`src/rtl/scroll_pkg.sv`:
```
// scroll_pkg: shared sizes and window-index stepping for the sliding-text display.
package scroll_pkg;
    localparam int MSG_LEN = 12;
    localparam int NUM_DIGITS = 4;
    localparam int IDX_W = 4;
    localparam int SEL_W = 2;
    localparam logic [IDX_W-1:0] IDX_WRAP = IDX_W'(MSG_LEN - 1);

    function automatic logic [IDX_W-1:0] next_idx(input logic [IDX_W-1:0] i, input logic rev);
        return rev ? (i == '0 ? IDX_WRAP : i - 1'b1) : (i == IDX_WRAP ? '0 : i + 1'b1);
    endfunction
endpackage

```
`src/rtl/scroll_scan_ctrl_if.sv`:
```
// scroll_scan_ctrl_if: control inputs and scan/window outputs; dir exists only with SCROLL_DIR_EN.
interface scroll_scan_ctrl_if;
    import scroll_pkg::*;
    logic run;
`ifdef SCROLL_DIR_EN
    logic dir;
`endif
    logic [IDX_W-1:0] win_idx;
    logic [SEL_W-1:0] scan_sel;
    logic [NUM_DIGITS-1:0] an;
    logic step;
`ifdef SCROLL_DIR_EN
    modport master(output run, dir, input win_idx, scan_sel, an, step);
    modport slave(input run, dir, output win_idx, scan_sel, an, step);
`else
    modport master(output run, input win_idx, scan_sel, an, step);
    modport slave(input run, output win_idx, scan_sel, an, step);
`endif
endinterface

```
`src/rtl/tick_gen.sv`:
```
// tick_gen: modulo-N prescaler that advances while en is high and pulses tc on its terminal count.
module tick_gen #(
    parameter int N = 4
) (
    input  logic clk,
    input  logic rst_n,
    input  logic en,
    output logic tc
);
    localparam int W = (N > 1) ? $clog2(N) : 1;
    logic [W-1:0] cnt;
    assign tc = en && cnt == W'(N - 1);
    always_ff @(posedge clk or negedge rst_n) begin
        if (!rst_n) cnt <= '0;
        else if (tc) cnt <= '0;
        else if (en) cnt <= cnt + 1'b1;
    end
endmodule

```
`src/rtl/scroll_scan_ctrl.sv`:
```
// scroll_scan_ctrl: digit scan and frame-aligned scroll window stepping.
// SCROLL_DIR_EN adds the dir input and reverse stepping.
module scroll_scan_ctrl
    import scroll_pkg::*;
#(
    parameter int SCAN_DIV = 100_000,
    parameter int SLIDE_DIV = 50_000_000
) (
    input logic clk,
    input logic rst_n,
    scroll_scan_ctrl_if.slave bus
);
    if (SCAN_DIV < 2) begin : g_bad_scan
        $error("SCAN_DIV must be >= 2");
    end
    if (SLIDE_DIV < 4 * SCAN_DIV) begin : g_bad_slide
        $error("SLIDE_DIV must be >= 4*SCAN_DIV");
    end

    logic scan_tc, slide_tc, pending, frame, commit, rev;
    logic [SEL_W-1:0] nsel;

    tick_gen #(.N(SCAN_DIV)) u_scan (.clk(clk), .rst_n(rst_n), .en(1'b1), .tc(scan_tc));
    tick_gen #(.N(SLIDE_DIV)) u_slide (.clk(clk), .rst_n(rst_n), .en(bus.run), .tc(slide_tc));

`ifdef SCROLL_DIR_EN
    assign rev = bus.dir;
`else
    assign rev = 1'b0;
`endif
    assign nsel = bus.scan_sel + 1'b1;
    assign frame = scan_tc && bus.scan_sel == SEL_W'(NUM_DIGITS - 1);
    // a slide terminal landing on the boundary edge commits immediately
    assign commit = frame && (pending || slide_tc);

    always_ff @(posedge clk or negedge rst_n) begin
        if (!rst_n) begin
            bus.win_idx <= '0;
            bus.scan_sel <= '0;
            bus.an <= 4'b1110;
            bus.step <= 1'b0;
            pending <= 1'b0;
        end else begin
            bus.step <= commit;
            pending <= !commit && (pending || slide_tc);
            if (commit) bus.win_idx <= next_idx(bus.win_idx, rev);
            if (scan_tc) begin
                bus.scan_sel <= nsel;
                bus.an <= ~(4'b0001 << nsel);
            end
        end
    end
endmodule

```
`src/flat_wrapper.sv`:
```
// flat-port wrapper written by rule: the top's interface ports become plain ports
module scroll_scan_ctrl_flat import scroll_pkg::*;
#(
    parameter int SCAN_DIV = 100_000,
    parameter int SLIDE_DIV = 50_000_000
)
  (clk, rst_n, bus_run, bus_win_idx, bus_scan_sel, bus_an, bus_step);
  scroll_scan_ctrl_if bus_i ();
  input logic clk;
  input logic rst_n;
  input wire logic [$bits(bus_i.run)-1:0] bus_run;
  output wire logic [$bits(bus_i.win_idx)-1:0] bus_win_idx;
  output wire logic [$bits(bus_i.scan_sel)-1:0] bus_scan_sel;
  output wire logic [$bits(bus_i.an)-1:0] bus_an;
  output wire logic [$bits(bus_i.step)-1:0] bus_step;
  assign bus_i.run = bus_run;
  assign bus_win_idx = bus_i.win_idx;
  assign bus_scan_sel = bus_i.scan_sel;
  assign bus_an = bus_i.an;
  assign bus_step = bus_i.step;
  scroll_scan_ctrl #(.SCAN_DIV(SCAN_DIV), .SLIDE_DIV(SLIDE_DIV)) u_core (.clk(clk), .rst_n(rst_n), .bus(bus_i));
endmodule
```
`config.mk`:
```
export PLATFORM = sky130hd
export DESIGN_NAME = scroll_scan_ctrl_flat
export DESIGN_NICKNAME = d
export VERILOG_FILES = /design/src/rtl/scroll_pkg.sv /design/src/rtl/scroll_scan_ctrl_if.sv /design/src/rtl/tick_gen.sv /design/src/rtl/scroll_scan_ctrl.sv /design/src/flat_wrapper.sv
export SDC_FILE = /design/constraint.sdc
export NUM_CORES = 1
export LEC_CHECK = 0
export CORE_MARGIN = 8
export CORE_UTILIZATION = 58
export DETAILED_ROUTE_END_ITERATION = 10
export PLACE_DENSITY_LB_ADDON = 0.1
export SLEW_MARGIN = 20
export SYNTH_ARGS = -nofsm -noshare
export SYNTH_HDL_FRONTEND = slang
export SYNTH_SLANG_ARGS = --single-unit
```
`constraint.sdc`:
```
create_clock -name clk -period 5.8 [get_ports clk]
set_input_delay 1.16 -clock clk [delete_from_list [all_inputs] [get_ports clk]]
set_output_delay 1.16 -clock clk [all_outputs]
set_load 0.01 [all_outputs]
```
Yosys cells after proc, flatten, opt, wreduce, memory -nomap -nowiden
Cells that the tools add are included.

cells by class
  add/sub/neg operators = 4
  equal/unequal tests = 4
  shifts and indexed selects = 1
  muxes and demuxes = 4
  bitwise logic cells = 1
  reductions and logical operators = 7

operators with widths
  kind                     count
  $mux W26                 2
  $add A26 B1 Y26 const B  1
  $eq A26 B26 Y1 const B   1
  $add A17 B1 Y17 const B  1
  $eq A17 B17 Y1 const B   1
  $mux W17                 1
  $add A4 B1 Y4 const B    1
  $eq A4 B4 Y1 const B     1
  $logic_and A1 B1 Y1      4
  $mux W4                  1
  $not A4 Y4               1
  $shl A1 B2 Y4 const A    1
  $add A2 B1 Y2 const B    1
  $eq A2 B2 Y1 const B     1
  $reduce_bool A2 Y1       1
  $logic_not A1 Y1         1
  $logic_or A1 B1 Y1       1

word-level totals
  flip-flop bits (word level) = 55
  bits of input ports = 3
  output and inout bits = 11
  logic and storage cells = 28

Logic depth before layout (Yosys ltp)
  word-level depth = 6
  gate-level depth with buffers = 7
  depth with buffers taken out = 6

Modules after synthesis
From an unflattened synthesis, not the netlist that was laid out.

unflattened totals
  cell total of the unflattened synthesis = 262
  area, all modules = 2762.6 µm²

modules (own cells, without submodules)
  module                      instances  cells an instance  area each (µm²)  sequential area each (µm²)
  tick_gen at u_core.u_slide  1          131                1355.0           650.6
  tick_gen at u_core.u_scan   1          79                 832.0            425.4
  scroll_scan_ctrl            1          52                 575.6            304.0

Worst setup path before layout
Ideal clock, no wire load.

  kind = input -> register
  from = input port bus_run
  to = register u_core.u_slide.cnt[21]
  setup time = 125 ps
  arrival time = 2432 ps
  required time = 5675 ps
  setup slack = 3243 ps
  stages = 5
  buffers on the path = 0
  cells stage by stage = nand4_1 > nor4_1 > nand2_1 > nor2_1 > mux2_2

on the way
  cells in the longest elaborated chain, start to end = 2
  elaborated cells on any way between the ends = 3
  those cells by class = 1 x mux; 2 x reduce/logical

ends and longest elaborated chain
  element                                                line                text
  from (decl)                                            flat_wrapper.sv:11  input wire logic [$bits(bus_i.run)-1:0] bus_run;
  $logic_and A1 B1 Y1                                    tick_gen.sv:12      assign tc = en && cnt == W'(N - 1);
  $mux W26 / $reduce_bool A2 Y1 (equally long branches)  n/a
  to (signal assigned)                                   tick_gen.sv:16      else if (en) cnt <= cnt + 1'b1;
  to (decl)                                              tick_gen.sv:11      logic [W-1:0] cnt;

Several ways; a longest one is shown, not always the timed one.
A chain may end at the register's enable or synchronous reset.

Final worst setup path
Ends and elaborated chain as after synthesis.

==> flow_metrics.py <==
metrics = {
    "run_status": {
        "status": "complete, no violations",
    },
    "clock_network": {
        "root_buffer": "clkbuf_8",
        "cts_max_level": 2,
        "cts_made_buffers": 5,
        "cts_tree": "done",
        "clock-sinks": 55,
        "hold_buffers": 0,
        "cts_buffer_depth": 2,
        "clk_pin_slew_worst_paths_ns": 0.10,
        "clk_latency_ns": 0.31,
        "post_cts_buffers": 0,
        "ctsResizeCount": 0,
    },
    "critical_path": {
        "reg2reg_depth": 6,
        "startpoint_type": "input port",
        "cp-startpoint": "bus_run",
        "timing.rr.start": "u_core.u_scan.cnt[0]",
        "end_kind": "register",
        "crit_required_ns": 6.00,
        "cp.arrival_ns": 3.40,
        "cp-endpoint": "u_core.u_slide.cnt[21]",
        "r2r_setup_slack_ns": 3.32,
        "r2r-end": "u_core.bus.win_idx[2]",
        "critPathKind": "input port to register",
        "cp_max_fo": 7,
    },
    "synth": {
        "ys_ff_latch": 55,
        "post_synth.cell_area_avg_sq_um": 10.5,
        "synth_warnings": 0,
        "seq_area_frac_synth_pct": 52.3,
        "ys_types": 39,
        "syn_area_sq_um": 2640,
        "syn-num-nets": 262,
        "synth_cells": 252,
        "synth_top_area_share_pct": 49.4,
        "synth_area_leaders": "dfrtp_1 49%, xor2_1 6.6%, nor2_1 5.8%",
        "yosys.area.top_type": "dfrtp_1",
    },
    "placed_design": {
        "dp_hpwl_mm": 3.31,
        "place.gp.congestion": 0.812,
        "preCtsSetupSlack_ns": 2.35,
        "port_buffers": 13,
    },
    "route": {
        "dr.pass1.iters": 4,
        "vias": 1846,
        "via_per_inst": 5.73,
        "drt-total-wl_mm": 4.79,
        "drt-wirelength-per-cell_um": 14.9,
        "drt_iter0_drc": 55,
        "drcViolationCount": 0,
        "ant_nets": 0,
    },
    "sta": {
        "slew_viol_final": 0,
        "hold_viol": 0,
        "fin_crit_ns": 3.19,
        "worst_pin_slew_ns": 0.792,
        "setup_viol": 0,
        "relSlewSlack_pct": 46.7,
        "setup_slack_ns": 2.61,
        "rsz0062_at_grt": "no",
        "clock_skew_ns": 0.0110,
        "fin_crit_sh_pct": 55.1,
        "max_freq_mhz": 313,
        "tns_ns": 0,
    },
    "global_routing": {
        "antenna_found_initial": 0,
        "overflow": 0,
        "globalRouteTotalUtil_pct": 14.6,
        "grt_pass1_wl_mm": 8.67,
        "grt_max_degree": 56,
        "grt_pass1_vias": 1836,
    },
    "power_and_ir_drop": {
        "ir_drop_mv": 0.239,
        "p_comb_share_pct": 7.2,
        "clkPwrFrac_pct": 33.9,
        "p_leak_nw": 1.35,
        "internal_power_mw": 0.559,
        "powerDensity_nw_per_um2": 252,
        "seq_power_share_pct": 58.9,
        "netSwitchingPower_mw": 0.182,
        "p_sw_share_pct": 24.5,
    },
    "cells_and_area": {
        "fillCellCount": 367,
        "finish.utilization_pct": 67.5,
        "layout_commonest_cell": "dfrtp_1",
        "multi_input_area_sq_um": 1220,
        "mostFrequentLayoutCells": "52 x dfrtp_1, 41 x nor2_1, 20 x xor2_1",
        "drive_above_1_share_pct": 8.15,
        "seqCellArea_sq_um": 1380,
        "area_growth_syn_to_layout_pct": 11.4,
        "diodes": 0,
        "fin_nets": 279,
    },
    "worst_hold_path": {
        "hold_depth": 1,
        "hold_class": "register to register",
    },
    "floorplan": {
        "io_pins": 14,
        "start_util_pct": 60.5,
        "num_rows": 24,
        "die_area_sq_um": 6960,
        "die_w_um": 83.4,
        "die_height_um": 83.4,
        "core_sq_um": 4350,
    },
    "job": {
        "cap_violations": 0,
    },
}
[flip-flops by register name (all words and copies together) (netlist names)]
signal / cells
u_core.bus.an: 4
u_core.u_scan.cnt: 17
u_core.bus.scan_sel: 2
u_core.bus.win_idx: 4
u_core.pending: 1
u_core.u_slide.cnt: 26
u_core.bus.step: 1
[Yosys cell counts (all sizes together)]
library cell and count:
dfrtp 52, nor2 41, xor2 20, nand2 18, nand4 18, nand3 16, xnor2 14, o21ai 8
ha 7, inv 7, nor4 6, mux2 5, and3 4, a31oi 3, and2 3, buf 3
dfstp 3, nor3 3, and4 2, clkbuf 2, nand3b 2, nor4b 2, o211ai 2, or4bb 2
a21o 1, a21oi 1, mux2i 1, nand2b 1, nor3b 1, o2111ai 1, o221a 1, or4 1
or4b 1
[worst max-delay path: stages]
cell             delay [ns]
clkdlybuf4s50_1        0.60
nand4_1                0.23
nor4_1                 0.75
nand2_1                0.19
nor2_1                 0.13
mux2_2                 0.34
[power groups by stage]
stage / logic, mW / clock network (mW) / registers, mW
final: 0.0534 / 0.251 / 0.436
after detailed placement: 0.0526 / 0 / 0.443
after global placement: 0.0515 / 0 / 0.443
after global routing: 0.0632 / 0.270 / 0.440
after CTS: 0.0545 / 0.260 / 0.435
after floorplan: 0.0449 / 0 / 0.431
[metal layers]
metal / up-vias / GRT usage (%) / wire length [um]
met5: - / 0 / 0
met4: 0 / 4.24 / 57
met3: 6 / 3.32 / 158
met2: 25 / 21.7 / 2090
met1: 901 / 20.5 / 2480
li1: 914 / - / -
[worst min path at each step]
stage / to / slack [ns] / start
after floorplan: u_core.u_scan.cnt[14] / 0.45 / u_core.u_scan.cnt[14]
after CTS: u_core.u_scan.cnt[0] / 0.49 / u_core.u_scan.cnt[0]
after global placement: u_core.bus.an[2] / 0.47 / u_core.bus.an[2]
final: u_core.u_scan.cnt[0] / 0.48 / u_core.u_scan.cnt[0]
after detailed placement: u_core.u_scan.cnt[0] / 0.48 / u_core.u_scan.cnt[0]
after global routing: u_core.u_scan.cnt[8] / 0.51 / u_core.u_scan.cnt[8]
[layout make-up]
type | count | area share, %
Clock inverter | 2 | 1.28
Clock buffer | 6 | 2.47
Sequential cell | 55 | 47.0
Inverter | 7 | 0.894
Multi-Input combinational cell | 185 | 41.4
Timing Repair Buffer | 15 | 4.77
Tap cell | 52 | 2.21
[logic make-up after synthesis]
logic type | count (synthesis) | synth area share, %
simple gates | 121 | 24.3
flops | 55 | 52.3
xor+xnor | 34 | 11.3
compound gates | 17 | 4.18
buf+inv | 12 | 1.85
fa+ha+maj | 7 | 3.32
mux | 6 | 2.66
[through the flow]
| stage | total power, mW | hold WS, ns | instances | cell area, sq um |
|---|---|---|---|---|
| detailed placement | 0.495 | 0.475 | 314 | 2830 |
| global placement | 0.494 | 0.467 | 314 | 2830 |
| CTS | 0.749 | 0.488 | 322 | 2940 |
| global route | 0.773 | 0.511 | 322 | 2940 |
| finish | 0.740 | 0.482 | 322 | 2940 |
| floorplan | 0.476 | 0.453 | 252 | 2640 |
(Power assumes the default switching activity.)
